===== src/rtl/fpu_add_sub_pipe_if.sv =====
`default_nettype none
// ============================================================================
//  Module   : fpu_add_sub_pipe_if
//  Purpose  : Valid/ready operand and result bundle for fpu_add_sub_pipe.
//             master = producer of operations / consumer of results,
//             slave  = the adder pipeline itself.
//  Signals  : i_valid, o_ready, i_add_sub, i_a, i_b   (operation side)
//             o_valid, i_ready, o_s, o_flags          (result side)
//  Revision : 1.0 - initial release
// ============================================================================
interface fpu_add_sub_pipe_if #(
    parameter int EXP_W = 8,
    parameter int MAN_W = 23
);
    localparam int c_W = 1 + EXP_W + MAN_W;

    logic           i_valid;
    logic           o_ready;
    logic           i_add_sub;
    logic [c_W-1:0] i_a;
    logic [c_W-1:0] i_b;
    logic           o_valid;
    logic           i_ready;
    logic [c_W-1:0] o_s;
    logic [3:0]     o_flags;

    modport master (
        output i_valid, i_add_sub, i_a, i_b, i_ready,
        input  o_ready, o_valid, o_s, o_flags
    );

    modport slave (
        input  i_valid, i_add_sub, i_a, i_b, i_ready,
        output o_ready, o_valid, o_s, o_flags
    );
endinterface
`default_nettype wire


===== src/rtl/fpu_add_sub_pipe.sv =====
`default_nettype none
// ============================================================================
//  Module   : fpu_add_sub_pipe
//  Purpose  : 4-stage pipelined floating-point adder/subtractor with
//             round-to-nearest-even, flush-to-zero inputs, canonical qNaN
//             and {invalid, overflow, underflow, inexact} flags.
//             S1 unpack/align, S2 add/sub, S3 normalise, S4 round/pack.
//  Ports    : i_clk   - clock, rising edge
//             i_rst_n - asynchronous active-low reset
//             bus     - fpu_add_sub_pipe_if.slave (operation + result)
//  Revision : 1.0 - initial release
// ============================================================================
module fpu_add_sub_pipe #(
    parameter int EXP_W = 8,
    parameter int MAN_W = 23
) (
    input  wire               i_clk,
    input  wire               i_rst_n,
    fpu_add_sub_pipe_if.slave bus
);
    localparam int c_W    = 1 + EXP_W + MAN_W;
    localparam int c_SW   = MAN_W + 4;          // {hidden, man, G, R, S}
    localparam int c_EW   = EXP_W + 2;          // signed working exponent
    localparam int c_SHW  = $clog2(c_SW);
    localparam int c_DMAX = MAN_W + 3;
    localparam int c_EMAX = (1 << EXP_W) - 1;
    localparam logic [c_W-1:0] c_QNAN = {1'b0, {EXP_W{1'b1}}, 1'b1, {(MAN_W-1){1'b0}}};

    // The whole pipe freezes when the output register cannot drain.
    logic w_stall;
    assign w_stall     = bus.o_valid & ~bus.i_ready;
    assign bus.o_ready = ~w_stall;

    // ---------------------------------------------------------------- S1
    logic             w_a_s, w_b_s;
    logic [EXP_W-1:0] w_a_e, w_b_e;
    logic [MAN_W-1:0] w_a_m, w_b_m;
    logic             w_a_zero, w_b_zero, w_a_inf, w_b_inf, w_a_nan, w_b_nan;

    assign w_a_s = bus.i_a[c_W-1];
    assign w_a_e = bus.i_a[c_W-2 -: EXP_W];
    assign w_a_m = bus.i_a[MAN_W-1:0];
    assign w_b_s = bus.i_b[c_W-1] ^ bus.i_add_sub;
    assign w_b_e = bus.i_b[c_W-2 -: EXP_W];
    assign w_b_m = bus.i_b[MAN_W-1:0];

    assign w_a_zero = (w_a_e == '0);
    assign w_b_zero = (w_b_e == '0);
    assign w_a_inf  = (w_a_e == '1) && (w_a_m == '0);
    assign w_b_inf  = (w_b_e == '1) && (w_b_m == '0);
    assign w_a_nan  = (w_a_e == '1) && (w_a_m != '0);
    assign w_b_nan  = (w_b_e == '1) && (w_b_m != '0);

    logic             w_a_big;
    logic             w_l_s;
    logic [EXP_W-1:0] w_l_e, w_s_e, w_d;
    logic [MAN_W-1:0] w_l_m, w_s_m;
    logic [c_SHW-1:0] w_d_sat;
    logic [c_SW-1:0]  w_l_sig, w_s_sig, w_s_align;
    logic [2*c_SW-1:0] w_ext;

    assign w_a_big = ({w_a_e, w_a_m} >= {w_b_e, w_b_m});
    assign w_l_s   = w_a_big ? w_a_s : w_b_s;
    assign w_l_e   = w_a_big ? w_a_e : w_b_e;
    assign w_l_m   = w_a_big ? w_a_m : w_b_m;
    assign w_s_e   = w_a_big ? w_b_e : w_a_e;
    assign w_s_m   = w_a_big ? w_b_m : w_a_m;
    assign w_d     = w_l_e - w_s_e;
    assign w_d_sat = (32'(w_d) > 32'(c_DMAX)) ? c_SHW'(c_DMAX) : c_SHW'(w_d);
    assign w_l_sig = {1'b1, w_l_m, 3'b000};
    assign w_s_sig = {1'b1, w_s_m, 3'b000};

    // The lower half of the widened vector collects the shifted-out bits,
    // which all collapse into the sticky position.
    assign w_ext     = {w_s_sig, {c_SW{1'b0}}} >> w_d_sat;
    assign w_s_align = {w_ext[2*c_SW-1:c_SW+1], w_ext[c_SW] | (|w_ext[c_SW-1:0])};

    logic           w_spc;
    logic [c_W-1:0] w_spc_res;
    logic [3:0]     w_spc_flg;

    always_comb begin
        w_spc     = 1'b1;
        w_spc_res = '0;
        w_spc_flg = 4'b0000;
        if (w_a_nan || w_b_nan || (w_a_inf && w_b_inf && (w_a_s != w_b_s))) begin
            w_spc_res = c_QNAN;
            w_spc_flg = 4'b1000;
        end else if (w_a_inf) begin
            w_spc_res = {w_a_s, {EXP_W{1'b1}}, {MAN_W{1'b0}}};
        end else if (w_b_inf) begin
            w_spc_res = {w_b_s, {EXP_W{1'b1}}, {MAN_W{1'b0}}};
        end else if (w_a_zero && w_b_zero) begin
            w_spc_res = {w_a_s & w_b_s, {(c_W-1){1'b0}}};
        end else if (w_a_zero) begin
            w_spc_res = {w_b_s, w_b_e, w_b_m};
        end else if (w_b_zero) begin
            w_spc_res = bus.i_a;
        end else begin
            w_spc = 1'b0;
        end
    end

    logic             r1_valid, r1_spc, r1_sign, r1_sub;
    logic [c_W-1:0]   r1_spc_res;
    logic [3:0]       r1_spc_flg;
    logic [EXP_W-1:0] r1_exp;
    logic [c_SW-1:0]  r1_l_sig, r1_s_sig;

    always_ff @(posedge i_clk or negedge i_rst_n) begin
        if (!i_rst_n) begin
            r1_valid   <= 1'b0;
            r1_spc     <= 1'b0;
            r1_sign    <= 1'b0;
            r1_sub     <= 1'b0;
            r1_spc_res <= '0;
            r1_spc_flg <= 4'b0000;
            r1_exp     <= '0;
            r1_l_sig   <= '0;
            r1_s_sig   <= '0;
        end else if (!w_stall) begin
            r1_valid   <= bus.i_valid;
            r1_spc     <= w_spc;
            r1_sign    <= w_l_s;
            r1_sub     <= w_a_s ^ w_b_s;
            r1_spc_res <= w_spc_res;
            r1_spc_flg <= w_spc_flg;
            r1_exp     <= w_l_e;
            r1_l_sig   <= w_l_sig;
            r1_s_sig   <= w_s_align;
        end
    end

    // ---------------------------------------------------------------- S2
    // Larger magnitude is always on the left, so the difference is >= 0.
    logic [c_SW:0] w2_sum;
    assign w2_sum = r1_sub ? ({1'b0, r1_l_sig} - {1'b0, r1_s_sig})
                           : ({1'b0, r1_l_sig} + {1'b0, r1_s_sig});

    logic             r2_valid, r2_spc, r2_sign;
    logic [c_W-1:0]   r2_spc_res;
    logic [3:0]       r2_spc_flg;
    logic [EXP_W-1:0] r2_exp;
    logic [c_SW:0]    r2_sum;

    always_ff @(posedge i_clk or negedge i_rst_n) begin
        if (!i_rst_n) begin
            r2_valid   <= 1'b0;
            r2_spc     <= 1'b0;
            r2_sign    <= 1'b0;
            r2_spc_res <= '0;
            r2_spc_flg <= 4'b0000;
            r2_exp     <= '0;
            r2_sum     <= '0;
        end else if (!w_stall) begin
            r2_valid   <= r1_valid;
            r2_spc     <= r1_spc;
            r2_sign    <= r1_sign;
            r2_spc_res <= r1_spc_res;
            r2_spc_flg <= r1_spc_flg;
            r2_exp     <= r1_exp;
            r2_sum     <= w2_sum;
        end
    end

    // ---------------------------------------------------------------- S3
    logic [c_SHW-1:0]       w3_lz;
    logic [c_SW-1:0]        w3_sig;
    logic signed [c_EW-1:0] w3_exp;
    logic                   w3_cancel;

    always_comb begin
        w3_lz = '0;
        for (int i = 0; i < c_SW; i++) begin
            if (r2_sum[i]) begin
                w3_lz = c_SHW'(c_SW - 1 - i);
            end
        end
        w3_cancel = (r2_sum == '0);
        if (r2_sum[c_SW]) begin
            w3_sig = {r2_sum[c_SW:2], r2_sum[1] | r2_sum[0]};
            w3_exp = c_EW'(r2_exp) + c_EW'(1);
        end else begin
            w3_sig = r2_sum[c_SW-1:0] << w3_lz;
            w3_exp = c_EW'(r2_exp) - c_EW'(w3_lz);
        end
    end

    logic                   r3_valid, r3_spc, r3_sign, r3_cancel;
    logic [c_W-1:0]         r3_spc_res;
    logic [3:0]             r3_spc_flg;
    logic signed [c_EW-1:0] r3_exp;
    logic [c_SW-1:0]        r3_sig;

    always_ff @(posedge i_clk or negedge i_rst_n) begin
        if (!i_rst_n) begin
            r3_valid   <= 1'b0;
            r3_spc     <= 1'b0;
            r3_sign    <= 1'b0;
            r3_cancel  <= 1'b0;
            r3_spc_res <= '0;
            r3_spc_flg <= 4'b0000;
            r3_exp     <= '0;
            r3_sig     <= '0;
        end else if (!w_stall) begin
            r3_valid   <= r2_valid;
            r3_spc     <= r2_spc;
            r3_sign    <= r2_sign;
            r3_cancel  <= w3_cancel;
            r3_spc_res <= r2_spc_res;
            r3_spc_flg <= r2_spc_flg;
            r3_exp     <= w3_exp;
            r3_sig     <= w3_sig;
        end
    end

    // ---------------------------------------------------------------- S4
    logic                   w4_g, w4_r, w4_st, w4_inc;
    logic [MAN_W:0]         w4_man;
    logic signed [c_EW-1:0] w4_exp;
    logic [c_W-1:0]         w4_res;
    logic [3:0]             w4_flg;

    assign w4_g   = r3_sig[2];
    assign w4_r   = r3_sig[1];
    assign w4_st  = r3_sig[0];
    assign w4_inc = w4_g & (w4_r | w4_st | r3_sig[3]);
    // A rounding carry leaves the stored mantissa at zero and bumps exp.
    assign w4_man = {1'b0, r3_sig[c_SW-2:3]} + (MAN_W+1)'(w4_inc);
    assign w4_exp = r3_exp + c_EW'(w4_man[MAN_W]);

    always_comb begin
        w4_res = '0;
        w4_flg = 4'b0000;
        if (r3_spc) begin
            w4_res = r3_spc_res;
            w4_flg = r3_spc_flg;
        end else if (r3_cancel) begin
            w4_res = '0;
        end else if (r3_exp < 1) begin
            w4_res = {r3_sign, {(c_W-1){1'b0}}};
            w4_flg = 4'b0011;
        end else if (w4_exp >= c_EMAX) begin
            w4_res = {r3_sign, {EXP_W{1'b1}}, {MAN_W{1'b0}}};
            w4_flg = 4'b0101;
        end else begin
            w4_res = {r3_sign, w4_exp[EXP_W-1:0], w4_man[MAN_W-1:0]};
            w4_flg = {3'b000, w4_g | w4_r | w4_st};
        end
    end

    logic           r4_valid;
    logic [c_W-1:0] r4_s;
    logic [3:0]     r4_flags;

    always_ff @(posedge i_clk or negedge i_rst_n) begin
        if (!i_rst_n) begin
            r4_valid <= 1'b0;
            r4_s     <= '0;
            r4_flags <= 4'b0000;
        end else if (!w_stall) begin
            r4_valid <= r3_valid;
            r4_s     <= w4_res;
            r4_flags <= w4_flg;
        end
    end

    assign bus.o_valid = r4_valid;
    assign bus.o_s     = r4_s;
    assign bus.o_flags = r4_flags;

endmodule
`default_nettype wire


===== src/flat_wrapper.sv =====
// flat-port wrapper written by rule: the top's interface ports become plain ports
module fpu_add_sub_pipe_flat 
#(
    parameter int EXP_W = 8,
    parameter int MAN_W = 23
)
  (i_clk, i_rst_n, bus_i_valid, bus_i_add_sub, bus_i_a, bus_i_b, bus_i_ready, bus_o_ready, bus_o_valid, bus_o_s, bus_o_flags);
  fpu_add_sub_pipe_if #(.EXP_W(EXP_W), .MAN_W(MAN_W)) bus_i ();
  input  wire i_clk;
  input  wire i_rst_n;
  input wire logic [$bits(bus_i.i_valid)-1:0] bus_i_valid;
  input wire logic [$bits(bus_i.i_add_sub)-1:0] bus_i_add_sub;
  input wire logic [$bits(bus_i.i_a)-1:0] bus_i_a;
  input wire logic [$bits(bus_i.i_b)-1:0] bus_i_b;
  input wire logic [$bits(bus_i.i_ready)-1:0] bus_i_ready;
  output wire logic [$bits(bus_i.o_ready)-1:0] bus_o_ready;
  output wire logic [$bits(bus_i.o_valid)-1:0] bus_o_valid;
  output wire logic [$bits(bus_i.o_s)-1:0] bus_o_s;
  output wire logic [$bits(bus_i.o_flags)-1:0] bus_o_flags;
  assign bus_i.i_valid = bus_i_valid;
  assign bus_i.i_add_sub = bus_i_add_sub;
  assign bus_i.i_a = bus_i_a;
  assign bus_i.i_b = bus_i_b;
  assign bus_i.i_ready = bus_i_ready;
  assign bus_o_ready = bus_i.o_ready;
  assign bus_o_valid = bus_i.o_valid;
  assign bus_o_s = bus_i.o_s;
  assign bus_o_flags = bus_i.o_flags;
  fpu_add_sub_pipe #(.EXP_W(EXP_W), .MAN_W(MAN_W)) u_core (.i_clk(i_clk), .i_rst_n(i_rst_n), .bus(bus_i));
endmodule

===== config.mk =====
export PLATFORM = sky130hd
export DESIGN_NAME = fpu_add_sub_pipe_flat
export DESIGN_NICKNAME = d
export VERILOG_FILES = /design/src/rtl/fpu_add_sub_pipe_if.sv /design/src/rtl/fpu_add_sub_pipe.sv /design/src/flat_wrapper.sv
export SDC_FILE = /design/constraint.sdc
export NUM_CORES = 1
export LEC_CHECK = 0
export CAP_MARGIN = 25
export CORE_MARGIN = 3
export CORE_UTILIZATION = 55
export CTS_CLUSTER_DIAMETER = 30
export CTS_CLUSTER_SIZE = 25
export DETAILED_ROUTE_END_ITERATION = 8
export GPL_TIMING_DRIVEN = 0
export HOLD_SLACK_MARGIN = 0.02
export PLACE_DENSITY = 0.78
export SETUP_SLACK_MARGIN = 0.1
export SKIP_LAST_GASP = 1
export SYNTH_ARGS = -nofsm -noshare
export SYNTH_HDL_FRONTEND = slang
export SYNTH_SLANG_ARGS = --single-unit

===== constraint.sdc =====
create_clock -name i_clk -period 5.1 [get_ports i_clk]
set_input_delay 1.02 -clock i_clk [delete_from_list [all_inputs] [get_ports i_clk]]
set_output_delay 1.02 -clock i_clk [all_outputs]
set_load 0.01 [all_outputs]

After elaboration in Yosys (flattened, before gate mapping) --
Cells that the tools add are included.
Operators by class: shifts and indexed selects 2, multiplexer cells 57, reductions and logical operators 17, $add $sub $neg 7, magnitude comparators 4, bitwise operators 13, equality and inequality tests 3
Operator list (count):
- 2-to-1 mux 32 bit | 8
- 2-to-1 mux 5 bit | 28
- 2-to-1 mux 31 bit | 2
- right shift 54 x 5 -> 54 bit | 1
- logical NOT 23 bit | 2
- 2-to-1 mux 23 bit | 2
- nonzero test 23 bit | 2
- greater-or-equal comparator 31 bit | 1
- adder 27 x 27 -> 28 bit | 1
- logical NOT 28 bit | 1
- 2-to-1 mux 28 bit | 1
- subtractor 27 x 27 -> 28 bit | 1
- OR reduction 27 bit | 1
- left shift 27 x 5 -> 26 bit | 1
- 2-to-1 mux 26 bit | 1
- adder 23 x 1 -> 24 bit | 1
- equality test 8 bit (second input constant) | 2
- logical NOT 8 bit | 2
- 2-to-1 mux 4 bit | 4
- 2-to-1 mux 8 bit | 2
- adder 10 x 1 -> 10 bit | 1
- greater-or-equal comparator 10 x 9 -> 1 bit (second input constant) | 1
- < comparator 10 x 2 -> 1 bit (second input constant) | 1
- 2-to-1 mux 10 bit | 1
- 13 further kinds | 35
Word-level totals: word-level logic and storage cells 130, output and inout port bits 38, register bits 287, input port bits 69

Depth between registers and ports, before layout --
word-level depth 29, mapped depth 31

Least setup slack after synthesis --
No wires, ideal clock.
kind input-to-reg, start input bus_i_b[10], end register u_core.r1_s_sig[0], library setup time 0.121 ns, data required time 4.979 ns, setup slack -1.956 ns, stages 27, data arrival time 6.935 ns, cell sequence inv_1 ha_1 a21oi_2 o21ai_2 a2111oi_4 a21boi_4 nor2_1 clkbuf_1 buf_2 buf_1 a21oi_1 ha_1 o21ai_0 nand2_1 a2111o_1 and4_4 or4_4 a2111o_1 buf_6 nor2_2 buf_2 o2111ai_1 o31a_1 mux2_2 nor4_1 and4bb_1 o21ai_1
Between the ends: word-level cells in the longest chain between the ends 8, elaborated cells on any way between the ends 10
Ends and longest elaborated chain:
- start: declaration | RTL line flat_wrapper.sv:14 | input wire logic [$bits(bus_i.i_b)-1:0] bus_i_b;
- greater-or-equal comparator 31 bit | RTL line fpu_add_sub_pipe.sv:62 | assign w_a_big = ({w_a_e, w_a_m} >= {w_b_e, w_b_m});
- 2-to-1 mux 8 bit (on tied branches) | RTL line fpu_add_sub_pipe.sv:64, fpu_add_sub_pipe.sv:66
- subtractor 8 bit | RTL line fpu_add_sub_pipe.sv:68 | assign w_d = w_l_e - w_s_e;
- greater-than comparator 8 x 5 -> 1 bit | RTL line fpu_add_sub_pipe.sv:69 | assign w_d_sat = (32'(w_d) > 32'(c_DMAX)) ? c_SHW'(c_DMAX) : c_SHW'(w_d);
- 2-to-1 mux 5 bit | RTL line fpu_add_sub_pipe.sv:69
- right shift 54 x 5 -> 54 bit (*) | RTL line fpu_add_sub_pipe.sv:75 | assign w_ext = {w_s_sig, {c_SW{1'b0}}} >> w_d_sat;
- OR reduction 27 bit | RTL line fpu_add_sub_pipe.sv:76 | assign w_s_align = {w_ext[2*c_SW-1:c_SW+1], w_ext[c_SW] | (|w_ext[c_SW-1:0])};
- bitwise OR 1 bit (*) | RTL line fpu_add_sub_pipe.sv:76
- end signal: assignment | RTL line fpu_add_sub_pipe.sv:130 | r1_s_sig <= w_s_align;
- end: declaration | RTL line fpu_add_sub_pipe.sv:108 | logic [c_SW-1:0] r1_l_sig, r1_s_sig;
Every way passes the cells marked *; elsewhere a longest branch is shown, timed or not. A chain may end at the register's enable or synchronous reset.

Worst setup path in the final report --
start input bus_i_b[8], end register u_core.r1_s_sig[0]
Same word-level chain as after synthesis.

==> flow_metrics.tcl <==
set metrics [dict create \
    antenna_found_initial 1 \
    crit_type "input port to flop" \
    synthToLayoutAreaGrowth_pct 27.19 \
    synth_top_area_cell "dfrtp_1" \
    p_leak_nw 10.84 \
    drc 1 \
    synth_seq_area_share_pct 35.80 \
    status "finished, violations left" \
    crit_path_top_delay_cell "or4_4" \
    final_cells 3176 \
    rsz0062_at_grt "yes" \
    rows 68 \
    hp-class "input port to async pin" \
    crit_family "compound AO/OA/AOI/OAI gates" \
    ir_drop_uv 416.3 \
    via_per_inst 6.608 \
    synth_cells 2416 \
    gp_congestion 1.011 \
    grt_usage_pct 39.87 \
    syn-cell-area_um2 19430 \
    fill_cells 2666 \
    clock_path_buffers 3 \
    synth_edf_count 0 \
    core_area_um2 34710 \
    yosysMostFrequentCell "nand2_1" \
    ys_seq_elements 278 \
    hold_violations 0 \
    cts.htree.levels 2 \
    r2r_slack_ns 0.41 \
    cts_tree "yes" \
    grt_max_degree 127 \
    period_needed_ns 6.081 \
    gr-total-overflow 0 \
    path_buf_inv 7 \
    startpoint_type "input port" \
    synth_flop_cell "dfrtp_1" \
    cap_viol_max_count 0 \
    syn_nets 2578 \
    max_freq_ghz 0.1644 \
    setup_viol 27 \
    path_clk_slew_ns 0.05 \
    min_period_over_period_pct 119.2 \
    dieArea_um2 37630 \
    place_area_um2 21330 \
    fin_nets 2847 \
    clock-root-buffer "clkbuf_16" \
    path_max_fanout 6 \
    grt_pass1_vias 20490 \
    required_ns 5.58 \
    totalWireLength_um 77500 \
    violations "design-rule violations, negative setup slack" \
    place_hpwl_um 55700 \
    fin_area_um2 24720 \
    drt_pass1_iterations 9 \
    post-place-cells 2982 \
    clk_latency_ns 0.57 \
    drv_slew 0 \
    relSlewSlack_pct 22.92 \
    multi_input_area_um2 12410 \
    worst_pin_slew_ns 1.144 \
    setup_slack_ns -0.9810 \
    arrival_ns 6.56 \
    numCtsBuffers 45 \
    via_count 20990 \
    setup_tns_ns -21.31 \
    power_density_nw_per_um2 541.0 \
    synthDistinctLibCells 89 \
    drive_gt1_share_pct 18.60 \
    synth_top_cell_area_share_pct 35.80 \
    end_kind "flop" \
    io_buffers 106 \
    synth_top_cells_by_count "nand2_1 (481), dfrtp_1 (278), nor2_1 (231)" \
    critPathMaxStageDelay_ns 0.55 \
    ys_warn_count 0 \
    initial_core_util_pct 55.98 \
    hold_buffers 0 \
    seq_area_um2 6957 \
    drtAntennaViolNets 0 \
    dieHeight_um 194.0 \
    ios 107 \
    syn_area_per_cell_um2 8.044 \
    fin_worst_skew_ns 0.02561 \
    async_flop_share_pct 100.0 \
    chipWidth_um 194.0 \
    grt_pass1_wl_um 118600 \
    cts.sinks 278 \
    synthTopCellsByArea "dfrtp_1 (36%), nand2_1 (9.3%), ha_1 (5.9%)" \
    post_drt_wl_per_cell_um 24.40 \
    drtIter0Drc 2507 \
]
-- worst reg2reg max path, cell delays in order, from the launching register on --
cell and delay (ns):
dfrtp_1 0.32, clkbuf_1 0.39, a21oi_1 0.10, o21bai_1 0.22, a21oi_1 0.10, o21bai_1 0.14
a21oi_1 0.09, o21bai_1 0.17, a21oi_1 0.12, o41ai_1 0.28, o22a_1 0.18, buf_2 0.30
clkbuf_2 0.36, inv_1 0.11, ha_1 0.19, inv_1 0.09, a21oi_1 0.07, o21ai_0 0.21
and2_1 0.18, o21ai_0 0.11, nor3b_1 0.16, a41oi_1 0.29, xor2_1 0.22, o21ai_0 0.12
-- what timing repair did --
item,in CTS,in global routing
endpoints found under the setup margin,28,63
setup buffers,89,24
resized for setup,539,92
cloned,5,0
pin swaps,67,41
-- worst paths after layout --
| path | from | to | depth (start not counted) |
|---|---|---|---|
| min in group i_clk | u_core.r1_valid$_DFFE_PN0N_ | u_core.r1_valid$_DFFE_PN0N_ | 2 |
| worst max-delay path | bus_i_b[8] | u_core.r1_s_sig[0]$_DFFE_PN0N_ | 30 |
| worst max register to register | u_core.r2_sum[4]$_DFFE_PN0N_ | u_core.r3_exp[5]$_DFFE_PN0N_ | 23 |
| max in group asynchronous | i_rst_n | u_core.bus.o_s[24]$_DFFE_PN0N_ | 3 |
| worst min-delay path | i_rst_n | u_core.r2_sum[23]$_DFFE_PN0N_ | 1 |
| worst min register to register | u_core.r1_valid$_DFFE_PN0N_ | u_core.r1_valid$_DFFE_PN0N_ | 2 |
-- cells in the final DEF, fill, tap and decap left out, types with 14 or more instances in the layout --
cell type / n
a21oi_1: 152
a221oi_1: 31
a22oi_1: 31
a31oi_1: 33
and3_1: 21
buf_2: 29
buf_4: 117
buf_6: 33
clkbuf_1: 115
clkbuf_16: 46
clkdlybuf4s50_1: 43
dfrtp_1: 278
ha_1: 64
ha_4: 25
inv_1: 86
inv_2: 14
mux2i_1: 54
mux4_2: 23
nand2_1: 470
nand3_1: 43
nand4_1: 29
nor2_1: 220
nor3_1: 38
nor4_1: 21
o211ai_1: 26
o21ai_0: 169
o21ai_1: 18
xnor2_1: 39
xor2_1: 23
-- final cells by class --
| class | instances | share of cell area, % |
|---|---|---|
| diodes | 1 | 0.01012 |
| plain buffers | 149 | 2.961 |
| clock buffers | 52 | 4.865 |
| clock inverters | 30 | 1.438 |
| inverters | 116 | 1.929 |
| multi-input cells | 1868 | 50.22 |
| flip-flops and latches | 278 | 28.14 |
| well taps | 455 | 2.303 |
| repair buffers | 227 | 8.135 |
-- power breakdown --
| part | switching [mW] | total (mW) | internal [mW] |
|---|---|---|---|
| logic | 3.94 | 6.52 | 2.58 |
| clock network | 1.19 | 3.12 | 1.94 |
| registers | 0.829 | 3.73 | 2.90 |
| total | 5.95 | 13.4 | 7.42 |
-- metrics by stage --
stage          utilization, %  total power, mW  setup WS (ns)  hold WS [ns]
6_report                71.20            13.37        -0.9810        0.4210
5_1_grt                 71.20            14.00         -1.154        0.4493
4_1_cts                 69.98            13.02        -0.9994        0.4283
3_5_place_dp            61.45            9.517         -3.492        0.4555
3_3_place_gp            61.23            9.355         -8.486        0.4434
2_1_floorplan               -            7.330         -1.018        0.4300
-- sequential cells by signal, summed over array words and instances, names as in the netlist, 4 cells and up --
signal              flops
u_core.r1_s_sig        27
u_core.r1_exp           8
u_core.bus.o_flags      4
u_core.r2_exp           8
u_core.r3_spc_res      32
u_core.r3_exp          10
u_core.r2_sum          28
u_core.r1_spc_res      32
u_core.r1_l_sig        24
u_core.bus.o_s         32
u_core.r2_spc_res      32
u_core.r3_sig          26
-- routing by layer --
layer,global-route usage [%],share of wire (%)
met1,51.41,38
met2,63.74,45
met3,6.481,9.7
met4,23.51,7.1
met5,0,0.017
-- cell families (layout without fill, tap and decap cells) --
logic type	Yosys count	count (layout)	synth area share, %
buf+inv	270	574	5.434
flops	278	278	35.80
xor+xnor	63	63	2.839
compound gates	669	669	22.28
other cells	0	1	0
mux	93	93	6.348
simple gates	950	950	21.24
fa+ha+maj	93	93	6.065
Note: power is estimated with default switching activity, not from simulation.
